<file path="config.mk">
export PLATFORM = sky130hd
export DESIGN_NAME = hazard_stall_ctrl
export DESIGN_NICKNAME = d
export VERILOG_FILES = /design/src/rtl/pipe_ctrl_pkg.sv /design/src/rtl/md_busy_timer.sv /design/src/rtl/hazard_stall_ctrl.sv
export SDC_FILE = /design/constraint.sdc
export NUM_CORES = 1
export LEC_CHECK = 0
export ABC_AREA = 1
export BUFFER_PORTS_ARGS = -buffer_cell sky130_fd_sc_hd__buf_2
export CAP_MARGIN = 0
export CORE_ASPECT_RATIO = 1.4
export CORE_MARGIN = 2
export CORE_UTILIZATION = 34
export DETAILED_ROUTE_END_ITERATION = 7
export PLACE_DENSITY = 0.71
export SLEW_MARGIN = 20
export SYNTH_ARGS = -nofsm -noshare
export SYNTH_HDL_FRONTEND = slang
export SYNTH_SLANG_ARGS = --single-unit
</file>
<file path="constraint.sdc">
create_clock -name clk -period 1.3 [get_ports clk]
set_input_delay 0.065 -clock clk [delete_from_list [all_inputs] [get_ports clk]]
set_output_delay 0.065 -clock clk [all_outputs]
set_load 0.02 [all_outputs]
</file>
<file path="src/rtl/pipe_ctrl_pkg.sv">
// ---------------------------------------------------------------------------
// pipe_ctrl_pkg
//   Shared types and constants for the 5-stage MIPS pipeline sequencing logic.
//   - state_e    : mult/div sequencer state (RUN, MD_BUSY)
//   - ZERO_REG   : architectural $zero, which never carries a real dependency
//   - MD_LAT_DEF : default mult/div latency in cycles
//   - CNT_W_DEF  : default mult/div down-counter width
// ---------------------------------------------------------------------------
package pipe_ctrl_pkg;

    typedef enum logic {
        RUN     = 1'b0,
        MD_BUSY = 1'b1
    } state_e;

    localparam logic [4:0] ZERO_REG   = 5'd0;
    localparam int         MD_LAT_DEF = 32;
    localparam int         CNT_W_DEF  = 6;

endpackage

</file>
<file path="src/rtl/md_busy_timer.sv">
// ---------------------------------------------------------------------------
// md_busy_timer
//   Fixed-latency mult/div sequencer. A start pulse loads the down-counter
//   with MD_LAT-1 and enters MD_BUSY; the counter then ticks down to zero,
//   and the zero cycle is the done cycle. A start in the done cycle reloads
//   the counter, so back-to-back operations keep busy high.
//
// Ports:
//   clk     in   clock
//   rst     in   synchronous active-high reset; aborts any sequence
//   start   in   one-cycle start pulse (only legal in RUN or the done cycle)
//   busy    out  high exactly while in MD_BUSY (forced low during rst)
//   done    out  one-cycle pulse in the final busy cycle (cnt==0)
//   cnt_nz  out  MD_BUSY with counter not yet zero (result not ready)
// ---------------------------------------------------------------------------
module md_busy_timer
    import pipe_ctrl_pkg::*;
#(
    parameter int MD_LAT = MD_LAT_DEF,
    parameter int CNT_W  = CNT_W_DEF
) (
    input  logic clk,
    input  logic rst,
    input  logic start,
    output logic busy,
    output logic done,
    output logic cnt_nz
);

    localparam logic [CNT_W-1:0] LOAD_VAL = CNT_W'(MD_LAT - 1);

    state_e             state_q, state_d;
    logic [CNT_W-1:0]   cnt_q,   cnt_d;

    always_ff @(posedge clk) begin
        if (rst) begin
            state_q <= RUN;
            cnt_q   <= '0;
        end else begin
            state_q <= state_d;
            cnt_q   <= cnt_d;
        end
    end

    always_comb begin
        state_d = state_q;
        cnt_d   = cnt_q;
        busy    = 1'b0;
        done    = 1'b0;
        cnt_nz  = 1'b0;
        case (state_q)
            RUN: begin
                if (start) begin
                    cnt_d   = LOAD_VAL;
                    state_d = MD_BUSY;
                end
            end
            MD_BUSY: begin
                // Outputs are masked while rst is high so an aborted
                // sequence never shows a done pulse.
                busy   = ~rst;
                cnt_nz = (cnt_q != '0);
                done   = (cnt_q == '0) & ~rst;
                if (start) begin
                    cnt_d   = LOAD_VAL;
                    state_d = MD_BUSY;
                end else if (cnt_q != '0) begin
                    cnt_d   = cnt_q - 1'b1;
                end else begin
                    state_d = RUN;
                end
            end
            default: begin
                state_d = RUN;
                cnt_d   = '0;
            end
        endcase
    end

endmodule

</file>
<file path="src/rtl/hazard_stall_ctrl.sv">
// ---------------------------------------------------------------------------
// hazard_stall_ctrl
//   Pipeline sequencing controller for the 5-stage MIPS core. Each cycle it
//   decides whether PC and IF/ID advance, hold or flush, and whether ID/EX
//   takes the decoded instruction or a bubble. Detects load-use hazards,
//   applies taken-branch flushes and sequences the mult/div unit.
//
//   Optional feature: define HAZARD_STALL_CNT_EN to build a saturating
//   32-bit stall-cycle counter; otherwise stall_cycles is tied to 0.
//
// Ports:
//   clk, rst            clock, synchronous active-high reset
//   id_rs, id_rt        source fields of the ID instruction
//   id_uses_rs/rt       ID instruction actually reads rs / rt
//   id_is_muldiv        ID instruction is mult/multu/div/divu
//   id_reads_hilo       ID instruction is mfhi/mflo
//   ex_mem_read         EX instruction is a load
//   ex_rt               load destination held in ID/EX
//   ex_branch_taken     branch/jump in EX resolved taken
//   pc_we, ifid_we      PC / IF/ID load enables
//   ifid_flush          IF/ID loads zeros next edge
//   idex_bubble         ID/EX loads zeros next edge
//   md_start            one-cycle start pulse to the mult/div unit
//   md_busy, md_done    mult/div in progress / final busy cycle
//   stall_cycles        performance count of stalled cycles
// ---------------------------------------------------------------------------
module hazard_stall_ctrl
    import pipe_ctrl_pkg::*;
#(
    parameter int MD_LAT = MD_LAT_DEF,
    parameter int CNT_W  = CNT_W_DEF
) (
    input  logic        clk,
    input  logic        rst,
    input  logic [4:0]  id_rs,
    input  logic [4:0]  id_rt,
    input  logic        id_uses_rs,
    input  logic        id_uses_rt,
    input  logic        id_is_muldiv,
    input  logic        id_reads_hilo,
    input  logic        ex_mem_read,
    input  logic [4:0]  ex_rt,
    input  logic        ex_branch_taken,
    output logic        pc_we,
    output logic        ifid_we,
    output logic        ifid_flush,
    output logic        idex_bubble,
    output logic        md_start,
    output logic        md_busy,
    output logic        md_done,
    output logic [31:0] stall_cycles
);

    logic lu, mdh, stall;
    logic md_cnt_nz;

    // Load-use: the loaded value is not forwardable until after MEM, so a
    // consumer directly behind the load waits one cycle. $zero never
    // carries a dependency.
    assign lu = ex_mem_read & (ex_rt != ZERO_REG) &
                ((id_uses_rs & (id_rs == ex_rt)) |
                 (id_uses_rt & (id_rt == ex_rt)));

    // HI/LO hazard: a new mult/div or an mfhi/mflo waits while the unit is
    // still counting; the done cycle (counter zero) lets it through.
    assign mdh   = md_cnt_nz & (id_is_muldiv | id_reads_hilo);
    assign stall = lu | mdh;

    always_comb begin
        pc_we       = 1'b1;
        ifid_we     = 1'b1;
        ifid_flush  = 1'b0;
        idex_bubble = 1'b0;
        md_start    = 1'b0;
        if (rst) begin
            pc_we       = 1'b0;
            ifid_we     = 1'b0;
            ifid_flush  = 1'b1;
            idex_bubble = 1'b1;
        end else if (ex_branch_taken) begin
            // ID holds a wrong-path instruction: its hazards are irrelevant.
            ifid_flush  = 1'b1;
            idex_bubble = 1'b1;
        end else if (stall) begin
            pc_we       = 1'b0;
            ifid_we     = 1'b0;
            idex_bubble = 1'b1;
        end else begin
            md_start    = id_is_muldiv;
        end
    end

    md_busy_timer #(
        .MD_LAT (MD_LAT),
        .CNT_W  (CNT_W)
    ) u_md_timer (
        .clk    (clk),
        .rst    (rst),
        .start  (md_start),
        .busy   (md_busy),
        .done   (md_done),
        .cnt_nz (md_cnt_nz)
    );

`ifdef HAZARD_STALL_CNT_EN
    logic        stall_evt;
    logic [31:0] stall_cnt_q, stall_cnt_d;

    // A branch-overridden hazard is not a real stall.
    assign stall_evt = stall & ~ex_branch_taken;

    always_comb begin
        stall_cnt_d = stall_cnt_q;
        if (stall_evt && (stall_cnt_q != 32'hFFFF_FFFF))
            stall_cnt_d = stall_cnt_q + 32'd1;
    end

    always_ff @(posedge clk) begin
        if (rst) stall_cnt_q <= '0;
        else     stall_cnt_q <= stall_cnt_d;
    end

    assign stall_cycles = stall_cnt_q;
`else
    assign stall_cycles = '0;
`endif

endmodule
</file>
==> flow_summary_export.csv <==
group,metric,value,unit
run_status,status,"complete, but fails checks",
run_status,violations,"negative setup slack",
global_route,track_usage,12.23,%
final_layout,layout.nets,210,
sta,setup_violations,11,
routing,routed_via_density,3.882,
sta,skew,0.002179,ns
die,die_w,47.32,µm
sta,finalCritPeriodShare,116.0,%
synthesis,avgSynthCellArea,6.291,µm²
synthesis,syn-cell-area,893.4,µm²
worst_setup_path,setup.worst_path.start,"u_md_timer.cnt_q[0]",
routing,wirelength,1786,µm
global_route,grt-ovfl-total,0,
routing,dr.pass1.iters,5,
final_layout,areaGrowthSynthToFinish,30.53,%
cts,clk_path_buf_depth,2,
hold_path,min_from,"rst",
global_route,grt_max_degree,11,
global_route,grt_pass1_wl,2725,µm
final_layout,layout-drive-gt1-share,35.14,%
place,dp_hpwl,1312,µm
global_route,grt_pass1_vias,682,
sta,fmax,663.0,MHz
cts,cts_tree,"built",
run,max_cap_viol_count,0,
synthesis,synth.distinct_cells,21,
pwr,p_leak,0.6776,nW
worst_setup_path,ff2ff_path_depth,10,
worst_setup_path,end_kind,"primary output",
die,start_util,34.90,%
place,gp_congestion,0.7947,
sta,rsz0062_at_grt,"true",
worst_setup_path,critical_path_arrival,1.44,ns
place,portBuffers,29,
final_layout,final_cell_mix,"nand2_1 (33), conb_1 (32), buf_2 (26)",
worst_setup_path,crit_path_start_kind,"register",
die,rows,22,
cts,cts_sinks,7,
die,die_h,64.65,µm
cts,clkTransAtPathRegs,0.05,ns
routing,ant_nets,0,
sta,hold_viol,0,
cts,clkLatencyLatePin,0.26,ns
pwr,p_total,0.8545,mW
synthesis,synthesis.instances,142,
worst_setup_path,r2r_start,"u_md_timer.cnt_q[1]",
synthesis,ys_warn_count,0,
die,core,2560,µm²
sta,worst_slack,-0.2083,ns
final_layout,final_common_cell,"nand2_1",
sta,tns,-1.768,ns
hold_path,min_path_cells,3,
synthesis,yosysSeqAreaShare,15.69,%
die,io_pins,62,
cts,h-tree-depth,1,
routing,avgRoutedWirePerCell,8.081,µm
routing,vias,858,
cts,cts_root_buf,"clkbuf_4",
final_layout,antenna_cells,0,
sta,slew_viol_final,0,
synthesis,synth_seq_cells,7,
cts,holdBufCountCts,0,
pwr,p_per_area,732.7,nW/µm²
global_route,antenna_found_initial,0,
cts,cts_inserted_buffers,3,
worst_setup_path,path_class,"reg2out",
hold_path,hp-class,"in2reg",
sta,period_minus_slack,1.508,ns
worst_setup_path,path_max_fanout,3,
routing,drc_errors,0,
routing,drt_iter0_markers,16,
pwr,ir_drop,0.2956,mV
die,dieArea,3059,µm²
worst_setup_path,cp.required,1.24,ns
-- layer usage --
| metal | vias to the layer above | track usage [%] | share of wire [%] |
|---|---|---|---|
| li1 | 449 | - | - |
| met1 | 362 | 12.58 | 36 |
| met2 | 43 | 21.62 | 54 |
| met3 | 4 | 1.671 | 7.0 |
| met4 | 0 | 7.292 | 2.9 |
| met5 | - | 0 | 0 |
-- per-stage QoR --
| step | hold WS [ns] | util (%) | cell area, µm² | instances | setup WS [ns] |
|---|---|---|---|---|---|
| 2_1_floorplan | 0.2652 | - | 1041 | 173 | 0.0005219 |
| 3_5_place_dp | 0.4309 | 40.96 | 1049 | 212 | -0.03329 |
| 3_3_place_gp | 0.4324 | 40.96 | 1049 | 212 | -0.01703 |
| 5_1_grt | 0.1763 | 45.55 | 1166 | 221 | -0.2754 |
| 4_1_cts | 0.1581 | 43.94 | 1125 | 218 | -0.1884 |
| 6_report | 0.1626 | 45.55 | 1166 | 221 | -0.2083 |
-- cells by family after synthesis --
kind of cell / after synthesis / share of synthesized area, %
AOI/OAI and AO/OA: 11 / 8.264
xor gates and xnor gates: 4 / 3.922
adders and majority gates: 1 / 1.400
buffers and inverters: 58 / 38.23
DFF: 7 / 15.69
other: 1 / 0.4198
and+or+nand+nor: 60 / 32.07
-- where the power goes --
group	switching, mW	total (mW)	internal, mW
logic	0.249	0.404	0.155
registers	0.0127	0.246	0.233
clock network	0.0872	0.205	0.118
-- worst paths after layout --
| kind | to | slack, ns |
|---|---|---|
| setup / recovery | ifid_we | -0.21 |
| hold / removal | u_md_timer.cnt_q[0] | 0.16 |
| setup reg to reg | u_md_timer.cnt_q[4] | -0.16 |
| hold reg to reg | u_md_timer.cnt_q[5] | 0.52 |
-- sequential cells by signal, indices dropped and copies added, names as in the netlist --
name and flops:
u_md_timer.cnt_q 6, u_md_timer.state_q 1
-- synthesized netlist by cell type, drive strengths merged --
cell type	count	area (µm²)
nand2	36	142.6
buf	33	247.7
inv	24	90.08
nor2	14	60.06
a21oi	8	47.55
dfxtp	7	140.1
nand3	6	30.03
nand4	3	48.80
o21ai	3	26.28
xor2	3	26.28
clkbuf	1	3.750
conb	1	3.750
ha	1	12.51
nor3	1	5.000
xnor2	1	8.760
-- layout make-up --
type	instances	area, µm²
clock buffer	4	26.28
fill	277	1394
inverter	24	92.59
multi-input combinational	108	581.8
sequential	7	142.6
tap	36	45.04
timing repair buffer	42	277.8
-- worst max-delay path, stage by stage (launching register included) --
cell     delay (ns)
dfxtp_2        0.33
inv_2          0.05
ha_4           0.16
nand4_4        0.08
nand2_4        0.07
inv_4          0.06
o21ai_4        0.07
a21oi_2        0.19
nor2_4         0.05
buf_6          0.13
-- what timing repair did --
| action | CTS | global route |
|---|---|---|
| gates resized for setup | 11 | 5 |
| setup buffers | 2 | 3 |
| pin swaps | 8 | 0 |
| setup endpoints to repair | 5 | 12 |
(Power assumes the default switching activity.)
